## src/rtl/core_seq_ctrl.sv

```systemverilog
// core_seq_ctrl: run/step sequencer for a simple core.
//
// The host starts execution in free-run or single-step mode. Execution can
// be stopped by a halt opcode, the instruction budget or a host abort. The
// controller gates PC advance and register-file writes, and counts the
// instructions that commit.
//
// Ports
//   Clk          single clock, rising edge
//   Reset        synchronous, active-high
//   start        begin/restart (honoured in IDLE and HALT only)
//   step_mode    sampled with start: 0 free run, 1 single-step
//   step_req     request one instruction in single-step mode
//   stop_req     host abort (ignored in IDLE, RST, HALT)
//   max_cycles   instruction budget, 0 = unlimited
//   Instr_Code   current fetched instruction
//   pc_en        fetch/PC advance enable (combinational)
//   wr_gate      register-file write gate (combinational)
//   core_rst     one-cycle datapath reset, high in RST
//   step_ack     stepped instruction committed (combinational)
//   busy         high in RUN, STEP_WAIT, STEP_EXEC
//   halted       high in HALT
//   halt_cause   00 none, 01 halt opcode, 10 budget, 11 stop
//   instr_count  committed instructions since last start, saturating
//
// state     | meaning
// IDLE      | after reset, nothing running
// RST       | one-cycle datapath reset before execution
// RUN       | free run, one instruction per cycle
// STEP_WAIT | single-step, waiting for step_req
// STEP_EXEC | single-step, executing one instruction
// HALT      | stopped, halt_cause valid until next start

module core_seq_ctrl (
  input  logic        Clk,
  input  logic        Reset,
  input  logic        start,
  input  logic        step_mode,
  input  logic        step_req,
  input  logic        stop_req,
  input  logic [15:0] max_cycles,
  input  logic [31:0] Instr_Code,
  output logic        pc_en,
  output logic        wr_gate,
  output logic        core_rst,
  output logic        step_ack,
  output logic        busy,
  output logic        halted,
  output logic [1:0]  halt_cause,
  output logic [15:0] instr_count
);

  localparam logic [2:0] S_IDLE      = 3'd0;
  localparam logic [2:0] S_RST       = 3'd1;
  localparam logic [2:0] S_RUN       = 3'd2;
  localparam logic [2:0] S_STEP_WAIT = 3'd3;
  localparam logic [2:0] S_STEP_EXEC = 3'd4;
  localparam logic [2:0] S_HALT      = 3'd5;

  localparam logic [1:0] CAUSE_NONE   = 2'b00;
  localparam logic [1:0] CAUSE_OPCODE = 2'b01;
  localparam logic [1:0] CAUSE_BUDGET = 2'b10;
  localparam logic [1:0] CAUSE_STOP   = 2'b11;

  logic [2:0]  state_q, state_d;
  logic [1:0]  cause_q, cause_d;
  logic [15:0] count_q, count_d;
  logic        step_mode_q, step_mode_d;

  logic        halt_op;
  logic        commit;
  logic [16:0] count_inc;
  logic        budget_hit;

  assign halt_op = (Instr_Code[31:26] == 6'b111111);

  // 17-bit compare so a saturated count never aliases a budget value.
  assign count_inc  = {1'b0, count_q} + 17'd1;
  assign budget_hit = (max_cycles != 16'd0) && (count_inc == {1'b0, max_cycles});

  always_comb begin
    state_d     = state_q;
    cause_d     = cause_q;
    count_d     = count_q;
    step_mode_d = step_mode_q;
    commit      = 1'b0;
    case (state_q)
      S_IDLE, S_HALT: begin
        // Clearing on entry makes RST already show a clean count and cause.
        if (start) begin
          state_d     = S_RST;
          cause_d     = CAUSE_NONE;
          count_d     = 16'd0;
          step_mode_d = step_mode;
        end
      end
      S_RST: begin
        state_d = step_mode_q ? S_STEP_WAIT : S_RUN;
      end
      S_RUN: begin
        if (halt_op) begin
          state_d = S_HALT;
          cause_d = CAUSE_OPCODE;
        end else if (stop_req) begin
          state_d = S_HALT;
          cause_d = CAUSE_STOP;
        end else begin
          commit = 1'b1;
          if (budget_hit) begin
            state_d = S_HALT;
            cause_d = CAUSE_BUDGET;
          end
        end
      end
      S_STEP_WAIT: begin
        if (stop_req) begin
          state_d = S_HALT;
          cause_d = CAUSE_STOP;
        end else if (step_req) begin
          state_d = S_STEP_EXEC;
        end
      end
      S_STEP_EXEC: begin
        if (halt_op) begin
          state_d = S_HALT;
          cause_d = CAUSE_OPCODE;
        end else begin
          commit = 1'b1;
          if (budget_hit) begin
            state_d = S_HALT;
            cause_d = CAUSE_BUDGET;
          end else begin
            state_d = S_STEP_WAIT;
          end
        end
      end
      default: state_d = S_IDLE;
    endcase
    if (commit && (count_q != 16'hFFFF)) begin
      count_d = count_inc[15:0];
    end
  end

  always_ff @(posedge Clk) begin
    if (Reset) begin
      state_q     <= S_IDLE;
      cause_q     <= CAUSE_NONE;
      count_q     <= 16'd0;
      step_mode_q <= 1'b0;
    end else begin
      state_q     <= state_d;
      cause_q     <= cause_d;
      count_q     <= count_d;
      step_mode_q <= step_mode_d;
    end
  end

  assign pc_en       = commit;
  assign wr_gate     = commit;
  assign step_ack    = commit && (state_q == S_STEP_EXEC);
  assign core_rst    = (state_q == S_RST);
  assign busy        = (state_q == S_RUN) || (state_q == S_STEP_WAIT) ||
                       (state_q == S_STEP_EXEC);
  assign halted      = (state_q == S_HALT);
  assign halt_cause  = cause_q;
  assign instr_count = count_q;

endmodule

```

## config.mk

```make
export PLATFORM = sky130hd
export DESIGN_NAME = core_seq_ctrl
export DESIGN_NICKNAME = d
export VERILOG_FILES = /design/src/rtl/core_seq_ctrl.sv
export SDC_FILE = /design/constraint.sdc
export NUM_CORES = 1
export LEC_CHECK = 0
export BUFFER_PORTS_ARGS = -buffer_cell sky130_fd_sc_hd__buf_4
export CAP_MARGIN = 5
export CORE_ASPECT_RATIO = 0.8
export CORE_MARGIN = 4
export CORE_UTILIZATION = 36
export CTS_CLUSTER_SIZE = 10
export DETAILED_ROUTE_END_ITERATION = 8
export PLACE_DENSITY_LB_ADDON = 0.25
export SYNTH_ARGS = -nofsm -noshare
export SYNTH_HDL_FRONTEND = slang
export SYNTH_SLANG_ARGS = --single-unit
```

## constraint.sdc

```tcl
create_clock -name Clk -period 4 [get_ports Clk]
set_input_delay 0.4 -clock Clk [delete_from_list [all_inputs] [get_ports Clk]]
set_output_delay 0.4 -clock Clk [all_outputs]
set_load 0.05 [all_outputs]
```

==> results.yml, run 1 <==
place:
  placed_cell_area_mm2: 0.00221
  gp_congestion: 0.883
  numPortBuffers: 51
  dp_hpwl_um: 3980
die:
  die_w_um: 87.2
  core_area_mm2: 0.00471
  die_h_um: 71.4
  start_util: 0.384
  die-area_mm2: 0.00623
  rows: 22
  ios: 78
setup_path:
  crit_path_frequent_cell: "a2111oi_2"
  crit_family: "simple AND/OR/NAND/NOR gates"
  slowest_stage: "dfxtp_1"
  cp_max_fo: 9
  path_buf_inv: 0
  start_kind: "register"
  cp.arrival_ns: 2.96
  worstSetupPathType: "register to register"
  cp.required_ns: 4.16
  critPathMaxStageDelay_ns: 0.45
  cp-end-kind: "register"
  path_cells: "ha_1, nand3_4, or3_4, mux2_2, a31oi_1, a2111oi_2, nand4_2, a2111oi_2"
sta:
  setup_viol: 0
  fin_tns_setup_ns: 0
  fmax_ghz: 0.357
  fin_crit_ns: 2.80
  rsz0062_at_grt: "no"
  tightest_slew_ns: 0.646
  slew_viol_final: 0
  post-route-period-util: 0.700
  relSlewSlack: 0.567
  hold_viol: 0
  skew_ns: 0.00884
grt:
  grt_pass1_vias: 1780
  grt_max_degree: 24
  antenna_found_initial: 0
  grt.total_usage: 0.171
  grt_pass1_wl_um: 8750
  gr-total-overflow: 0
run_status:
  status: "finished, final reports clean"
yosys:
  seq_area_frac_synth: 0.244
  yosys.area.top_type: "dfxtp_1"
  ys_top_cells_by_count: "29 x a21oi_1, 28 x nor2_1, 22 x dfxtp_1, 21 x o21ai_0, 18 x nand2_1"
  syn_nets: 308
  synthArstFlopShare: 0
  ys_types: 46
  ys.flop_type: "dfxtp_1"
  synthesis.area_mm2: 0.00181
  yosys-top-cells-area: "dfxtp_1 24%, a21oi_1 8.0%, xnor2_1 6.3%, nor2_1 5.8%, o21ai_0 5.8%"
  ys_seq_elements: 22
  synth_edf_count: 0
  synth_top_area_frac: 0.244
  syn_inst: 253
  synth_warnings: 0
  syn_avg_cell_area_um2: 7.15
  synth_most_common_cell: "a21oi_1"
routing:
  drc: 0
  wire_per_inst_um: 14.9
  drtIter0Drc: 164
  dr.pass1.iters: 4
  vias: 1974
  ant_nets: 0
  routed_wl_um: 5250
  vias_per_cell: 5.59
clock_network:
  cts_max_path_buffers: 2
  htreeDepth: 1
  root_buffer: "clkbuf_8"
  cts_buffers: 3
  path_clk_slew_ns: 0.07
  cts_repair_resize_count: 0
  cts_hold_buf: 0
  clk_latency_ns: 0.26
  postCtsSetupRepairBufs: 0
  cts_tree: "built"
  clock-sinks: 22
power:
  p_int_mw: 0.416
  comb_power_share: 0.444
  switching_power_mw: 0.318
  leakagePower_nw: 0.883
  power_mw: 0.735
  clkPwrFrac: 0.187
  swShare: 0.433
  pwr-share-seq: 0.369
  pwr_density_cell_mw_per_mm2: 327
  irDropWorstVdd_v: 0.000190
cells_and_area:
  drive_above_1_share: 0.225
  fin_util: 0.478
  stdcell_area_mm2: 0.00225
  syn_to_final_growth_pct: 24.4
  fillers: 496
  nets: 350
  antenna_cells: 0
flow_run:
  maxCapViolations: 0
hold_path:
  holdCritPathClass: "primary input to register"
metrics by stage:
step / setup slack, ns / instances / hold WS, ns
after global placement: 1.22 / 350 / 0.511
after detailed placement: 1.23 / 350 / 0.518
final: 1.20 / 353 / 0.369
after floorplan: 1.16 / 253 / 0.466
after CTS: 1.20 / 353 / 0.364
after global routing: 1.00 / 353 / 0.366
layout by cell type (no fill, tap or decap), types with 4 or more instances in the layout:
| cell type | instances |
|---|---|
| nand3_1 | 12 |
| a21oi_1 | 29 |
| nand2_1 | 18 |
| o21ai_0 | 21 |
| inv_1 | 7 |
| nor2b_1 | 6 |
| a211oi_1 | 6 |
| nand4_1 | 5 |
| nor4_1 | 6 |
| nor3_1 | 7 |
| or3_1 | 9 |
| a31oi_1 | 4 |
| buf_4 | 52 |
| nor2_1 | 28 |
| dfxtp_1 | 22 |
| xnor2_1 | 13 |
| xor2_1 | 8 |
worst paths after layout:
path / slack (ns) / cells past startpoint / startpoint / endpoint
max: 1.20 / 8 / instr_count[0]$_SDFFE_PP0P_ / halt_cause[1]$_SDFFE_PP0P_
min: 0.37 / 3 / step_mode / step_mode_q$_SDFFE_PP0P_
min reg2reg: 0.52 / 2 / step_mode_q$_SDFFE_PP0P_ / step_mode_q$_SDFFE_PP0P_
max reg2reg: 1.20 / 8 / instr_count[0]$_SDFFE_PP0P_ / halt_cause[1]$_SDFFE_PP0P_
sequential cells by signal, indices dropped and copies added (netlist names):
register	flops
halt_cause	2
state_q	3
step_mode_q	1
instr_count	16
logic make-up after synthesis:
family | count (synthesis) | synth area share
xor gates and xnor gates | 21 | 0.102
and+or+nand+nor | 110 | 0.334
AOI/OAI and AO/OA | 73 | 0.240
muxes | 4 | 0.0228
buffers and inverters | 22 | 0.0512
adders and majority gates | 1 | 0.00692
DFF | 22 | 0.244
area by class of cell:
cell class              count  area [µm²]  share of cell area
inverters                   7        26.3              0.0117
repair buffers             52         390               0.174
well taps                  60        75.1              0.0334
flip-flops and latches     22         440               0.196
clock buffers               3        41.3              0.0184
multi-input cells         209        1270               0.567
metal layers:
metal	track usage	up-vias	routed length, µm
li1	-	1001	-
met1	0.266	916	2670
met2	0.247	55	2210
met3	0.0356	2	355
met4	0.0221	0	13
met5	0	-	0
tightest hold or removal path, delay by kind of cell:
family / cells / cell delay [ns]
and+or+nand+nor: 1 / 0.07
muxes: 1 / 0.05
buffers and inverters: 1 / 0.07
power by group through the flow:
stage	Combinational, mW	Sequential (mW)	Clock [mW]
6_report	0.326	0.271	0.138
5_1_grt	0.360	0.276	0.153
2_1_floorplan	0.237	0.269	0
3_5_place_dp	0.325	0.275	0
3_3_place_gp	0.325	0.275	0
4_1_cts	0.328	0.270	0.144
Note: power is estimated with default switching activity, not from simulation.
==> run 2, diff against run 1 <==
- clock period: 4 -> 2.6 ns (I/O delays scaled with it)
==> run 2 against run 1 <==
Effect of this change:
- sequential cell count is the same
- cell area grew 9.2%
- cell count grew 6.8%
- sequential power grew 52%
- combinational power grew 68%
- critical path depth is the same
- clock skew shrank 0.0046 ns
- critical endpoint unchanged
- largest power group unchanged
==> results.yml, run 2 (same netlist as run 1, synthesis figures left out) <==
run_status:
  status: "finished, final reports clean"
setup_path:
  cp-end-kind: "register"
  cp_max_fo: 4
  start_kind: "register"
  cp.required_ns: 2.77
  worstSetupPathType: "register to register"
  cp.arrival_ns: 2.58
  r2r_cells: 8
grt:
  grt_max_degree: 24
  grt_pass1_wl_um: 9110
  grt.total_usage: 0.182
  gr-total-overflow: 0
  antenna_found_initial: 0
  grt_pass1_vias: 1870
die:
  die_h_um: 71.4
  die-area_mm2: 0.00623
  start_util: 0.384
  core_area_mm2: 0.00471
  ios: 78
  rows: 22
  die_w_um: 87.2
sta:
  tightest_slew_ns: 0.542
  hold_viol: 0
  setup_viol: 0
  post-route-period-util: 0.926
  fin_crit_ns: 2.41
  fin_tns_setup_ns: 0
  fmax_ghz: 0.415
  hold_ws_ns: 0.215
  relSlewSlack: 0.638
  slew_viol_final: 0
  rsz0062_at_grt: "no"
  skew_ns: 0.00426
cells_and_area:
  drive_above_1_share: 0.300
  final_common_cell: "buf_4"
  nets: 373
  antenna_cells: 0
  syn_to_final_growth_pct: 35.8
  largest_reg_flops: 16
  final_cell_mix: "74 x buf_4, 29 x a21oi_1, 28 x nor2_1, 21 x o21ai_0"
routing:
  wl_met2_um: 2440
  drc: 0
  wire_per_inst_um: 15.0
  routed_wl_um: 5660
  vias: 2063
  m1WireLength_um: 2860
  ant_nets: 0
  dr.pass1.iters: 4
  drtIter0Drc: 105
  top_layer: "met4"
  wl_met3_um: 306
  vias_per_cell: 5.47
hold_path:
  holdPathStages: 3
  holdCritPathClass: "primary input to register"
clock_network:
  cts_hold_buf: 0
  clock-sinks: 22
  cts_max_path_buffers: 2
  htreeDepth: 1
  path_clk_slew_ns: 0.08
  cts_tree: "built"
  clk_latency_ns: 0.27
  cts_buffers: 3
  root_buffer: "clkbuf_8"
power:
  pwr_density_cell_mw_per_mm2: 495
  irDropWorstVdd_v: 0.000273
  leakagePower_nw: 1.01
place:
  numPortBuffers: 51
  gp_congestion: 0.891
  dp_hpwl_um: 4370
flow_run:
  maxCapViolations: 0
run 2: through the flow:
step | power [mW] | instances | area [µm²] | utilization | setup WS (ns)
3_3_place_gp | 0.967 | 373 | 2400 | 0.510 | 0.195
6_report | 1.21 | 377 | 2450 | 0.522 | 0.193
5_1_grt | 1.31 | 377 | 2450 | 0.522 | 0.00912
4_1_cts | 1.23 | 377 | 2450 | 0.521 | 0.145
3_5_place_dp | 0.964 | 373 | 2400 | 0.510 | 0.147
2_1_floorplan | 0.779 | 253 | 1810 | - | 0.0306
run 2: routing by layer:
layer,vias to the layer above,global-route usage
met5,-,0
met4,0,0.0460
met3,5,0.0345
met2,47,0.257
met1,957,0.279
li1,1054,-
run 2: worst paths after layout:
path | slack (ns) | start | endpoint
max reg2reg | 0.19 | instr_count[0]$_SDFFE_PP0P_ | halt_cause[1]$_SDFFE_PP0P_
max | 0.19 | instr_count[0]$_SDFFE_PP0P_ | halt_cause[1]$_SDFFE_PP0P_
min reg2reg | 0.54 | step_mode_q$_SDFFE_PP0P_ | step_mode_q$_SDFFE_PP0P_
min | 0.22 | step_mode | step_mode_q$_SDFFE_PP0P_
run 2: critical path: stages (launching register included):
cell       delay [ns]
dfxtp_2          0.34
ha_2             0.20
nand3_4          0.08
or3_4            0.41
mux2_2           0.24
a31oi_1          0.11
a2111oi_2        0.31
nand4_2          0.24
a2111oi_2        0.39
run 2: timing repair:
action,CTS,global route
endpoints found under the setup margin,0,2
setup buffers,0,0
resized for setup,0,1
run 2: power by group:
| group | switching [mW] | internal, mW | total, mW |
|---|---|---|---|
| logic | 0.341 | 0.209 | 0.549 |
| registers | 0.0497 | 0.362 | 0.412 |
| clock network | 0.118 | 0.135 | 0.254 |
run 2: layout make-up:
type                            instances  area [µm²]
Clock buffer                            4        55.1
Timing Repair Buffer                   75         576
Multi-Input combinational cell        209        1280
Fill cell                             475        2250
Tap cell                               60        75.1
Sequential cell                        22         445
Inverter                                7        26.3
==> run 3, diff against run 2 <==
- clock period: 2.6 -> 2.5 ns (I/O delays scaled with it)
==> run 3 against run 2 <==
Effect of this change:
- die area did not move
- via count up 3.0%
- routed wire length is 2.0% higher
- worst setup slack worse by 0.12 ns
- sequential power increased by 5%
- clock skew grew 0.0020 ns
- sequential cell count stayed put
- worst hold slack improved by 0.0011 ns
- clock-buffer cell count unchanged
- clock power is 5% higher
- largest cell class unchanged
- largest power group unchanged
==> results.yml, run 3 (same netlist as run 1, synthesis figures left out) <==
run_status:
  status: "finished, final reports clean"
grt:
  grt_pass1_wl_um: 9480
  grt_pass1_vias: 1905
  grt_max_degree: 24
  gr-total-overflow: 0
  grt.total_usage: 0.189
  antenna_found_initial: 0
clock_network:
  root_buffer: "clkbuf_8"
  clk_latency_ns: 0.27
  cts_buffers: 3
  cts_tree: "built"
  htreeDepth: 1
  cts_hold_buf: 0
  clock-sinks: 22
  cts_max_path_buffers: 2
  path_clk_slew_ns: 0.08
die:
  die-area_mm2: 0.00623
  rows: 22
  die_h_um: 71.4
  ios: 78
  start_util: 0.384
  die_w_um: 87.2
  core_area_mm2: 0.00471
sta:
  relSlewSlack: 0.619
  hold_viol: 0
  tightest_slew_ns: 0.571
  setup_viol: 0
  skew_ns: 0.00631
  fin_crit_ns: 2.43
  post-route-period-util: 0.972
  setup_ws_ns: 0.0709
  slew_viol_final: 0
  fmax_ghz: 0.412
cells_and_area:
  final_common_cell: "buf_4"
  fin_util: 0.544
  largest_reg_flops: 16
  nets: 375
  syn_to_final_growth_pct: 41.7
  final_cell_mix: "75 x buf_4, 29 x a21oi_1, 27 x nor2_1, 21 x o21ai_0, 18 x nand2_1"
  instances_no_fill: 379
  antenna_cells: 0
  drive_above_1_share: 0.332
  fillers: 460
  stdcell_area_mm2: 0.00256
routing:
  wire_per_inst_um: 15.2
  ant_nets: 0
  drtIter0Drc: 155
  dr.pass1.iters: 4
  routed_wl_um: 5770
  drc: 0
  vias: 2125
  vias_per_cell: 5.61
power:
  irDropWorstVdd_v: 0.000396
  comb_power_share: 0.459
  swShare: 0.425
  p_int_mw: 0.741
  power_mw: 1.29
  leakagePower_nw: 1.04
  pwr-share-seq: 0.335
  pwr_density_cell_mw_per_mm2: 503
  clkPwrFrac: 0.206
  switching_power_mw: 0.547
place:
  gp_congestion: 0.903
  dp.cells: 374
  numPortBuffers: 51
  placed_cell_area_mm2: 0.00242
  dp_hpwl_um: 4390
  pre_cts_ws_ns: 0.0666
setup_path:
  start_kind: "register"
  cp.arrival_ns: 2.59
  cp.required_ns: 2.66
  worstSetupPathType: "register to register"
  cp_max_fo: 4
  cp-end-kind: "register"
hold_path:
  holdCritPathClass: "primary input to register"
flow_run:
  maxCapViolations: 0
[run 3: layer usage]
layer / GRT usage / wire length, µm / vias to the layer above
li1: - / - / 1060
met2: 0.271 / 2500 / 76
met1: 0.289 / 2810 / 985
met5: 0 / 0 / -
met3: 0.0414 / 431 / 4
met4: 0.0341 / 35 / 0
[run 3: worst paths after layout]
check / endpoint / start / cells past startpoint / slack [ns]
max: state_q[1]$_SDFFE_PP0P_ / instr_count[1]$_SDFFE_PP0P_ / 9 / 0.07
min: step_mode_q$_SDFFE_PP0P_ / step_mode / 3 / 0.22
min reg2reg: step_mode_q$_SDFFE_PP0P_ / step_mode_q$_SDFFE_PP0P_ / 2 / 0.53
max reg2reg: state_q[1]$_SDFFE_PP0P_ / instr_count[1]$_SDFFE_PP0P_ / 9 / 0.07
[run 3: final cells by class]
cell class	count	area [µm²]	share of cell area
sequential	22	457	0.178
timing repair buffer	77	594	0.232
tap	60	75.1	0.0293
inverter	7	26.3	0.0103
clock buffer	4	55.1	0.0215
multi-input combinational	209	1350	0.529
[run 3: what timing repair did]
action | in CTS | in global routing
setup endpoints to repair | 0 | 1
resized for setup | 0 | 11
buffers inserted | 0 | 1
[run 3: power by group through the flow]
stage	registers [mW]	logic (mW)	clock network, mW
2_1_floorplan	0.430	0.379	0
3_3_place_gp	0.438	0.564	0
3_5_place_dp	0.436	0.569	0
4_1_cts	0.428	0.572	0.272
5_1_grt	0.437	0.650	0.287
6_report	0.431	0.591	0.266
[run 3: worst max-delay path, stage by stage (launching register included)]
cell,delay (ns)
dfxtp_4,0.36
ha_4,0.14
nand3_4,0.08
or3_4,0.43
mux2_4,0.23
a31oi_4,0.10
a2111oi_4,0.42
nand4_4,0.20
buf_6,0.17
o211a_1,0.20
[run 3: through the flow]
| stage | TNS (ns) | hold WS [ns] |
|---|---|---|
| global placement | 0 | 0.484 |
| finish | 0 | 0.216 |
| detailed placement | 0 | 0.493 |
| global route | -0.00312 | 0.232 |
| floorplan | 0 | 0.330 |
| CTS | 0 | 0.209 |
